$ cat src/rtl/mask_modulator.sv
// M-level ASK modulator: maps B-bit symbols onto 2^B carrier amplitudes and
// streams SAMPLES_PER_SYM phase-continuous sine samples per symbol.
module mask_modulator #(
    parameter int DATA_W          = 16,
    parameter int BITS_PER_SYM    = 2,
    parameter int SAMPLES_PER_SYM = 64,
    parameter int AMP_STEP        = 10,
    parameter int PHASE_INC       = 1
) (
    input  logic                    clk,
    input  logic                    rst_n,
    input  logic [BITS_PER_SYM-1:0] sym_data,
    input  logic                    sym_valid,
    output logic                    sym_ready,
    output logic [DATA_W-1:0]       out_sample,
    output logic                    out_valid,
    output logic                    busy,
    output logic                    underrun
);

    localparam int CNT_W  = (SAMPLES_PER_SYM > 1) ? $clog2(SAMPLES_PER_SYM) : 1;
    localparam int PROD_W = DATA_W + BITS_PER_SYM + 8;
    localparam logic [CNT_W-1:0] LAST_CNT = CNT_W'(SAMPLES_PER_SYM - 1);
    localparam logic [5:0]       PH_STEP  = 6'(PHASE_INC);

    typedef enum logic [0:0] {ST_IDLE = 1'b0, ST_RUN = 1'b1} state_t;

    state_t                  state_r;
    state_t                  state_nxt_s;
    logic [5:0]              phase_r;
    logic [CNT_W-1:0]        cnt_r;
    logic [BITS_PER_SYM-1:0] level_r;
    logic                    xfer_s;
    logic                    last_s;
    logic [10:0]             sine_s;
    logic [DATA_W-1:0]       sample_s;

    // First quadrant of round(1000*sin(2*pi*k/64)), k = 0..16.
    function automatic logic [9:0] quarter_mag(input logic [4:0] a);
        case (a)
            5'd0:    quarter_mag = 10'd0;
            5'd1:    quarter_mag = 10'd98;
            5'd2:    quarter_mag = 10'd195;
            5'd3:    quarter_mag = 10'd290;
            5'd4:    quarter_mag = 10'd383;
            5'd5:    quarter_mag = 10'd471;
            5'd6:    quarter_mag = 10'd556;
            5'd7:    quarter_mag = 10'd634;
            5'd8:    quarter_mag = 10'd707;
            5'd9:    quarter_mag = 10'd773;
            5'd10:   quarter_mag = 10'd831;
            5'd11:   quarter_mag = 10'd882;
            5'd12:   quarter_mag = 10'd924;
            5'd13:   quarter_mag = 10'd957;
            5'd14:   quarter_mag = 10'd981;
            5'd15:   quarter_mag = 10'd995;
            5'd16:   quarter_mag = 10'd1000;
            default: quarter_mag = 10'd0;
        endcase
    endfunction

    // Full 64-entry offset sine built by mirroring the quadrant; range 0..2000.
    function automatic logic [10:0] sine_lut(input logic [5:0] idx);
        logic [4:0] m;
        logic [9:0] mag;
        m = idx[4:0];
        if (m > 5'd16) begin
            m = 5'd0 - m;
        end else begin
            m = idx[4:0];
        end
        mag = quarter_mag(m);
        if (idx[5]) begin
            sine_lut = 11'd1000 - {1'b0, mag};
        end else begin
            sine_lut = 11'd1000 + {1'b0, mag};
        end
    endfunction

    assign xfer_s = sym_valid && sym_ready;
    assign last_s = (cnt_r == LAST_CNT);
    assign sine_s = sine_lut(phase_r);
    assign sample_s = DATA_W'(PROD_W'(level_r) * PROD_W'(AMP_STEP) * PROD_W'(sine_s));

    // State register.
    always_ff @(posedge clk or negedge rst_n) begin
        if (!rst_n) begin
            state_r <= ST_IDLE;
        end else begin
            state_r <= state_nxt_s;
        end
    end

    // Next-state logic: leave RUN only when the last sample finds no successor.
    always_comb begin
        state_nxt_s = state_r;
        case (state_r)
            ST_IDLE: begin
                if (xfer_s) state_nxt_s = ST_RUN;
                else        state_nxt_s = ST_IDLE;
            end
            ST_RUN: begin
                if (last_s && !xfer_s) state_nxt_s = ST_IDLE;
                else                   state_nxt_s = ST_RUN;
            end
            default: state_nxt_s = ST_IDLE;
        endcase
    end

    // Control outputs; sym_ready is held low while reset is asserted.
    always_comb begin
        sym_ready = 1'b0;
        busy      = 1'b0;
        case (state_r)
            ST_IDLE: begin
                sym_ready = rst_n;
            end
            ST_RUN: begin
                busy      = 1'b1;
                sym_ready = rst_n && last_s;
            end
            default: begin
                sym_ready = 1'b0;
                busy      = 1'b0;
            end
        endcase
    end

    // Symbol datapath and registered sample output.
    always_ff @(posedge clk or negedge rst_n) begin
        if (!rst_n) begin
            phase_r    <= 6'd0;
            cnt_r      <= '0;
            level_r    <= '0;
            out_sample <= '0;
            out_valid  <= 1'b0;
            underrun   <= 1'b0;
        end else begin
            case (state_r)
                ST_IDLE: begin
                    out_sample <= '0;
                    out_valid  <= 1'b0;
                    underrun   <= 1'b0;
                    phase_r    <= 6'd0;
                    if (xfer_s) begin
                        level_r <= sym_data;
                        cnt_r   <= '0;
                    end else begin
                        level_r <= level_r;
                        cnt_r   <= cnt_r;
                    end
                end
                ST_RUN: begin
                    out_sample <= sample_s;
                    out_valid  <= 1'b1;
                    if (!last_s) begin
                        cnt_r    <= cnt_r + CNT_W'(1);
                        phase_r  <= phase_r + PH_STEP;
                        underrun <= 1'b0;
                    end else if (xfer_s) begin
                        // Next symbol continues the carrier without a phase reset.
                        level_r  <= sym_data;
                        cnt_r    <= '0;
                        phase_r  <= phase_r + PH_STEP;
                        underrun <= 1'b0;
                    end else begin
                        cnt_r    <= '0;
                        phase_r  <= 6'd0;
                        underrun <= 1'b1;
                    end
                end
                default: begin
                    out_sample <= '0;
                    out_valid  <= 1'b0;
                    underrun   <= 1'b0;
                    phase_r    <= 6'd0;
                    cnt_r      <= '0;
                end
            endcase
        end
    end

endmodule

$ cat config.mk
export PLATFORM = sky130hd
export DESIGN_NAME = mask_modulator
export DESIGN_NICKNAME = d
export VERILOG_FILES = /design/src/rtl/mask_modulator.sv
export SDC_FILE = /design/constraint.sdc
export NUM_CORES = 1
export LEC_CHECK = 0
export ABC_AREA = 1
export CORE_UTILIZATION = 35
export CTS_CLUSTER_SIZE = 16
export DETAILED_ROUTE_END_ITERATION = 6
export PLACE_DENSITY = 0.59
export SLEW_MARGIN = 20
export SYNTH_ARGS = -nofsm -noshare
export SYNTH_HDL_FRONTEND = slang
export SYNTH_SLANG_ARGS = --single-unit
$ cat constraint.sdc
create_clock -name clk -period 11.4 [get_ports clk]
set_input_delay 2.28 -clock clk [delete_from_list [all_inputs] [get_ports clk]]
set_output_delay 2.28 -clock clk [all_outputs]
set_load 0.02 [all_outputs]
Word-level counts from Yosys, hierarchy flattened. Memory sizes are Yosys's and may differ from the RTL's. Cells that the tools add are included.

RAM bits: 0. Flip-flop bits (word level): 33. Input port bits: 5. Latch bits: 0. Word-level logic and storage cells: 45. Output and inout port bits: 20. Memories: 1. Bits in read-only memories: 320.

Memories: (no name shown) (words 32, width 10, read ports 1, clocked after memory_dff 0, write ports 0, RTL line 40) `case (a)`.

Multiply operators: 2. Shift-type cells: 0. Div/mod/pow operators: 0. Add/sub/neg operators: 5. Muxes and demuxes: 21. Reduce and logical (&&, ||, !) cells: 4. Bitwise operators: 1. Eq/ne operators: 3. $lt $le $gt $ge: 1.

Operators by type and width (count): case mux 16 bit (2 select lines) (1); 2-to-1 mux 6 bit (4); case mux 6 bit (2 select lines) (2); multiplier 5 x 11 -> 15 bit (1); adder 6 x 1 -> 6 bit, second input constant (2); adder 10 x 10 -> 11 bit, first input constant (1); 2-to-1 mux 11 bit (1); subtractor 10 x 10 -> 11 bit, first input constant (1); case mux 1 bit (2 select lines) (4); == test 6 bit, second input constant (1); > comparator 5 bit, second input constant (1); multiplier 2 x 3 -> 5 bit, second input constant (1); 2-to-1 mux 1 bit (5); 2-to-1 mux 5 bit (1); subtractor 1 x 5 -> 5 bit, first input constant (1); 2-to-1 mux 2 bit (2); case mux 2 bit (2 select lines) (1); logical AND 1 bit (3); inequality test 2 x 1 -> 1 bit, second input constant (1); inequality test 2 bit, second input constant (1); zero test 1 bit (1); NOT 1 bit (1).

Logic depth before layout (Yosys ltp).
Word-level depth: 8. Mapped depth: 38. Depth with buffers taken out: 38.

Least setup slack after synthesis. Ideal clock, no wire load.

Path kind: reg-to-reg. Start: register phase_r[0]. End: register out_sample[15]. Slack: 6.020 ns. Stages on the path, launching flop included: 38. Clock period less this slack: 5.380 ns. Arrival: 5.248 ns. Buffers on the path: 0. Cells stage by stage: dfrtp_1 -> inv_1 -> ha_1 -> nand2_2 -> nand2_2 -> nand2_1 -> nand2_1 -> ha_1 -> inv_1 -> o21ai_0 -> nand2_2 -> nand2_1 -> nor2_2 -> inv_2 -> ha_1 -> nand2_1 -> nand2_4 -> nand2_4 -> [2 not listed] -> nand2_1 -> nand3_1 -> inv_1 -> ha_1 -> fa_1 -> inv_1 -> fa_1 -> inv_1 -> ha_1 -> nand2_1 -> nor3_1 -> a21oi_1 -> o21ai_0 -> a21oi_1 -> nor2_1 -> nor2_1 -> xnor2_1 -> nor2_1.

Longest elaborated chain between the ends: 7. Elaborated cells between the ends (all ways): 9. Classes of those cells: add/sub (3); mul (1); order compare (1); mux (3); memory (1).

RTL lines: start: declaration (RTL line 30) `logic [5:0] phase_r;`; start signal: assignment (RTL line 158) `phase_r <= phase_r + PH_STEP;`; start signal: assignment (RTL line 164) `phase_r <= phase_r + PH_STEP;`; subtractor 1 x 5 -> 5 bit or > comparator 5 bit (tied branches) (RTL line 68, 67); 2-to-1 mux 5 bit * (RTL line 67) `if (m > 5'd16) begin`; memory (32 x 10 bit) *; adder 10 x 10 -> 11 bit or subtractor 10 x 10 -> 11 bit (tied branches) (RTL line 76, 74); 2-to-1 mux 11 bit * (RTL line 73) `if (idx[5]) begin`; multiplier 5 x 11 -> 15 bit * (RTL line 83) `assign sample_s = DATA_W'(PROD_W'(level_r) * PROD_W'(AMP_STEP) * PROD_W'(sine_s));`; case mux 16 bit (2 select lines) * (RTL line 139) `case (state_r)`; end signal: assignment (RTL line 154) `out_sample <= sample_s;`; end: declaration (RTL line 15) `output logic [DATA_W-1:0] out_sample,`.

Every way passes the cells marked *; elsewhere a longest branch is shown, timed or not. The select of a mux whose other input is x is not followed. A chain may end at the register's enable or synchronous reset.

Final worst setup path.
Start: input rst_n. End: output sym_ready.

Longest elaborated chain between the ends: 2.

RTL lines: start: declaration (RTL line 11) `input logic rst_n,`; logical AND 1 bit (RTL line 120) `sym_ready = rst_n && last_s;`; case mux 1 bit (2 select lines) * (RTL line 114) `case (state_r)`; end: declaration (RTL line 14) `output logic sym_ready,`.

Every way passes the cells marked *; elsewhere a longest branch is shown, timed or not.

==> qor.txt <==
Status - finished, final reports clean
Share of cells above drive strength 1 - 11.6%
EDFF count, synth - 0
Largest net degree at the start of global routing - 34
Worst path buffer plus inverter count - 4
Main combinational cell family by area after synthesis - simple AND/OR/NAND/NOR gates
Unrepaired setup endpoints after global routing - no
First-pass GRT wire length - 12.5 mm
# resized after CTS - 0
# IOs - 25
Post-synthesis cell type count - 40
# fillers - 1031
Top cell by count, worst path - clkdlybuf4s50_1
Delay-heaviest family, CP - buffers and inverters
Max Cap Violations - 0
DIE HEIGHT - 102 um
P&R area growth vs syn - 13.0%
Crit end category - primary output
Via count - 2824
DRC - 0
Nets - 556
Sequential element share of the synthesized area - 22.8%
Rows - 36
Post-DRT Antenna Nets - 0
DR WL/cell - 10.7 um
Largest area contributor in the netlist - dfrtp_1
Syn_nets - 532
Skew final - 0.00734 ns
Count leader, synth - nand2_1
Top_reg_cell synth - dfrtp_1
FF-to-FF Start - phase_r[0]$_DFF_PN0_
Clock buffer depth - 2
Multi-input gate area - 2260 um2
GRT Total Usage - 15.1%
I/O Buffers - 23
CP max FO - 33
Via/cell ratio - 4.52
Setup crit start - rst_n
Grt ovf - 0
Syn_area_per_cell - 7.51 um2
# clock sinks - 32
Chip width - 102 um
Core ar. - 9730 um2
Initial DRC count - 122
CP peak stage delay - 0.62 ns
Type of origin of the critical path - input port
CTS buffer count - 5
Mapped Area - 3510 um2
Mux cell area share after synthesis - 0%
Compound-Gate Fraction of Synth Area - 8.92%
Setup bufs post-CTS - 0
Post-synthesis async set-or-reset flop share - 100%
Register area - 801 um2
Crit share post-route - 54.8%
# hold bufs at CTS - 0
Placer Congestion - 0.830
Setup violations, final - 0
F_max - 0.160 GHz
Total Neg Setup Slack - 0 ns
Post-Synth XOR/XNOR Area - 3.00%
Starting Density - 36.0%
Synth Area in Simple Gates - 27.2%
Worst hold path type - flip-flop to flip-flop
TritonRoute pass-1 iters - 6
Synthesized flop and latch total - 32
Crit-path slowest cell - clkdlybuf4s50_1
CTS tree - done
Post-Route Utilization - 40.7%
Root Driver - clkbuf_8
WP data required - 9.12 ns
Top cells by area, synth - dfrtp_1 (23%), ha_1 (15%), fa_1 (10%), nand2_1 (9.5%), inv_1 (9.2%)
Clk Latency, worst-skew pair - 0.29 ns
Slew Viols, Final - 0
Top-area cell type share of the netlist area - 22.8%
Synth top cells by count - nand2_1 (89), inv_1 (86), nor2_1 (45)
Die area - 10400 um2
Tmin final - 6.24 ns
Cells along the critical path - clkdlybuf4s50_1, buf_4, inv_1, nor2_1, clkdlybuf4s50_1
Vias in the first global route - 2900
Synth Instances - 467
Htree depth - 2
Initial antenna violation count - 0
Synthesis Warnings - 0
Ant. Diodes - 0
Crit Path Class - input port to primary output
HPWL Detailed - 5.54 mm
Clock transition at path regs - 0.08 ns
Fin. Hold Viols - 0
Arrival time worst endpoint - 3.96 ns
HP Start - cnt_r[0]$_DFFE_PN0P_
Post-Synth Adder-Cell Area - 25.3%
WL final - 6.72 mm
worst paths after layout:
| kind | endpoint | slack [ns] | depth (start not counted) |
|---|---|---|---|
| min reg2reg | cnt_r[0]$_DFFE_PN0P_ | 0.51 | 1 |
| min | cnt_r[0]$_DFFE_PN0P_ | 0.51 | 1 |
| max | sym_ready | 5.16 | 5 |
| max in group asynchronous | phase_r[2]$_DFF_PN0_ | 8.71 | 2 |
| max reg2reg | out_sample[15]$_DFF_PN0_ | 5.30 | 37 |
| min in group asynchronous | out_sample[6]$_DFF_PN0_ | 2.39 | 2 |
cells by family (layout without fill, tap and decap cells):
logic type               Yosys count  in the layout
flip-flops                        32             32
other                              1              1
AND/OR/NAND/NOR                  203            203
AO/OA/AOI/OAI                     54             54
adder cells (fa/ha/maj)           60             60
buffers and inverters            105            130
XOR/XNOR                          12             12
state kept, by name, indices dropped and copies added (netlist names):
name,cells
phase_r,6
level_r,2
out_sample,15
state_r,1
underrun,1
out_valid,1
cnt_r,6
placed cells by master (no fill, tap or decap), drive strengths merged:
cell type | netlist | final
xnor2 | 2 | 2
clkinv | 4 | 5
clkinvlp | 0 | 1
conb | 1 | 1
nand3 | 31 | 31
nor2 | 53 | 53
ha | 42 | 42
xor2 | 10 | 10
clkbuf | 2 | 5
a21oi | 23 | 23
nand3b | 1 | 1
fa | 18 | 18
o22ai | 3 | 3
a22o | 1 | 1
o21ai | 23 | 23
buf | 5 | 1
bufinv | 0 | 1
nor3 | 4 | 4
inv | 94 | 94
dfrtp | 32 | 32
o211ai | 2 | 2
nand2 | 110 | 110
clkdlybuf4s50 | 0 | 23
o21bai | 1 | 1
a31oi | 1 | 1
nand4 | 2 | 2
nor3b | 2 | 2
layer usage:
metal  global-route usage [%]  wire, um
met5                        0         0
met1                     19.8      3350
met3                     1.71        96
met4                     4.62        81
met2                     26.2      3190
area by class of cell:
class / count / share of cell area [%]
multi-input cells: 330 / 57.1
flip-flops and latches: 32 / 20.2
inverters: 98 / 9.72
repair buffers: 24 / 6.00
well taps: 133 / 4.20
clock buffers: 5 / 1.74
clock inverters: 3 / 1.07
metrics by stage:
step / hold WS (ns) / instance area, um2 / setup WS, ns / std cells
6_report: 0.508 / 3960 / 5.16 / 625
5_1_grt: 0.515 / 3960 / 4.63 / 625
4_1_cts: 0.508 / 3960 / 5.11 / 625
3_5_place_dp: 0.497 / 3850 / 5.12 / 617
3_3_place_gp: 0.489 / 3850 / 5.13 / 617
2_1_floorplan: 0.471 / 3510 / 6.02 / 467
Power is not shown: default switching activity piles up to over one toggle a cycle in this logic, so the estimate is an artifact.
==> RTL edit, RTL diff (config.mk and constraints unchanged) <==
The parameter `SAMPLES_PER_SYM` goes from 64 to 32.
--- a/src/rtl/mask_modulator.sv
+++ b/src/rtl/mask_modulator.sv
@@ -3,7 +3,7 @@
 module mask_modulator #(
     parameter int DATA_W          = 16,
     parameter int BITS_PER_SYM    = 2,
-    parameter int SAMPLES_PER_SYM = 64,
+    parameter int SAMPLES_PER_SYM = 32,
     parameter int AMP_STEP        = 10,
     parameter int PHASE_INC       = 1
 ) (
Function: no difference found for any inputs over 10 cycles, from zero or initial values and one cycle with rst_n low; that may be too few to reach the edited logic, so the function may still have changed.
==> RTL edit against the unedited design <==
- critical endpoint unchanged
- clock skew fell by 0.0044 ns
- wire length fell by 4.1%
- via count rose by 0.78%
- area after synthesis fell by 2.6%
- cell area fell by 2.5%
- register-to-register slack got worse by 0.09 ns
- non-clock buffer count did not move
- setup slack got worse by 0.011 ns
- sequential cell count fell by 1
Power is not shown: default switching activity piles up to over one toggle a cycle in this logic, so the estimate is an artifact.
==> RTL edit: results (changes against the unedited design) <==
largest fanout of any net on the critical path 32 (-3.0%); Commonest cells post-synth 102 x nand2_1, 82 x inv_1, 50 x nor2_1; pre-CTS WS 5.094 ns (-0.02483 ns); number of unique standard cell types used by synthesis 35 (-13%); net count of the mapped netlist 531 (-0.19%); Synth Warn # 0 (unchanged); path type of the worst min-delay path flip-flop to flip-flop; global-route wire length before repair 12050 um (-3.7%); DP HPWL 5237 um (-5.4%); total length of routed wires 6444 um (-4.1%); Fin Clk Skew 0.002915 ns (-0.004421 ns); sequential element share of the synthesized area 22.70% (-0.13 points); largest cells by area after synthesis dfrtp_1 23%, ha_1 16%, nand2_1 11%, fa_1 11%, inv_1 9.0%; outcome finished, final reports clean; Pre-Repair DR Iteration Count 4 (-2); antenna violations before repair 0 (unchanged); via count of the first global-routing pass 2782 (-4.1%); Overall Global Routing Usage 14.60% (-0.55 points); number of vias per cell 4.613 (+2.1%); root buffer cell clkbuf_8; number of nets in the finished design 553 (-0.54%); Worst Hold End cnt_r[4]; length in cells of the worst reg-to-reg path 34 (-8.1%); arrival time worst endpoint 3.98 ns (+0.02 ns); pin count of the biggest net entering global routing 33 (-2.9%); clock tree buffer depth 2 (unchanged); register-to-register path setup slack 5.21 ns (-0.09 ns); final weighted congestion in routability-driven placement 0.8268 (-0.40%); Setup Fix Bufs, Post-CTS 0 (unchanged); number of violations reported at the end of detailed-routing iteration 0 187 (+53%); share of cells above drive strength 1 9.221% (-2.4 points); startpoint of the tightest hold check path cnt_r[4]
[RTL edit: cells by family (layout without fill, tap and decap cells)]
| kind of cell | count (synthesis) | count (layout) | share of synthesized area [%] |
|---|---|---|---|
| buffers and inverters | 99 | 122 | 11.75 |
| AND/OR/NAND/NOR | 211 | 211 | 27.50 |
| other | 1 | 1 | 0.1097 |
| AO/OA/AOI/OAI | 52 | 52 | 9.082 |
| adder cells (fa/ha/maj) | 61 | 61 | 26.29 |
| XOR/XNOR | 10 | 10 | 2.563 |
| flip-flops | 31 | 31 | 22.70 |
[RTL edit: per-stage QoR]
stage	instance area (sq um)	instances	hold slack [ns]
detailed placement	3752	609	0.4923
global route	3865	617	0.5455
floorplan	3417	465	0.4711
global placement	3752	609	0.4894
finish	3865	617	0.5169
CTS	3865	617	0.5185
[RTL edit: cell type report]
class	instances	area (sq um)
Fill cell	961	5463
Multi-Input combinational cell	335	2240
Sequential cell	31	775.7
Inverter	90	337.8
Timing Repair Buffer	24	237.7
Tap cell	129	161.4
Clock buffer	5	68.82
Clock inverter	3	43.79
[RTL edit: worst max-delay path by stage]
stage	start	slack, ns	cells past startpoint	end
after CTS	rst_n	5.08	5	sym_ready
after global placement	rst_n	5.11	5	sym_ready
after floorplan	phase_r[0]	5.85	34	out_sample[15]
after global routing	phase_r[0]	4.45	34	out_sample[15]
after detailed placement	rst_n	5.09	5	sym_ready
final	rst_n	5.14	5	sym_ready
[RTL edit: routing by layer]
| metal | share of wire (%) | global-route usage [%] |
|---|---|---|
| met1 | 50 | 19.54 |
| met2 | 45 | 24.82 |
| met3 | 4.5 | 2.982 |
| met4 | 0.40 | 2.118 |
| met5 | 0 | 0 |
[RTL edit: critical path, delay by kind of cell]
kind          cells  cell delay [ns]
buf+inv           4             1.51
simple gates      1             0.15
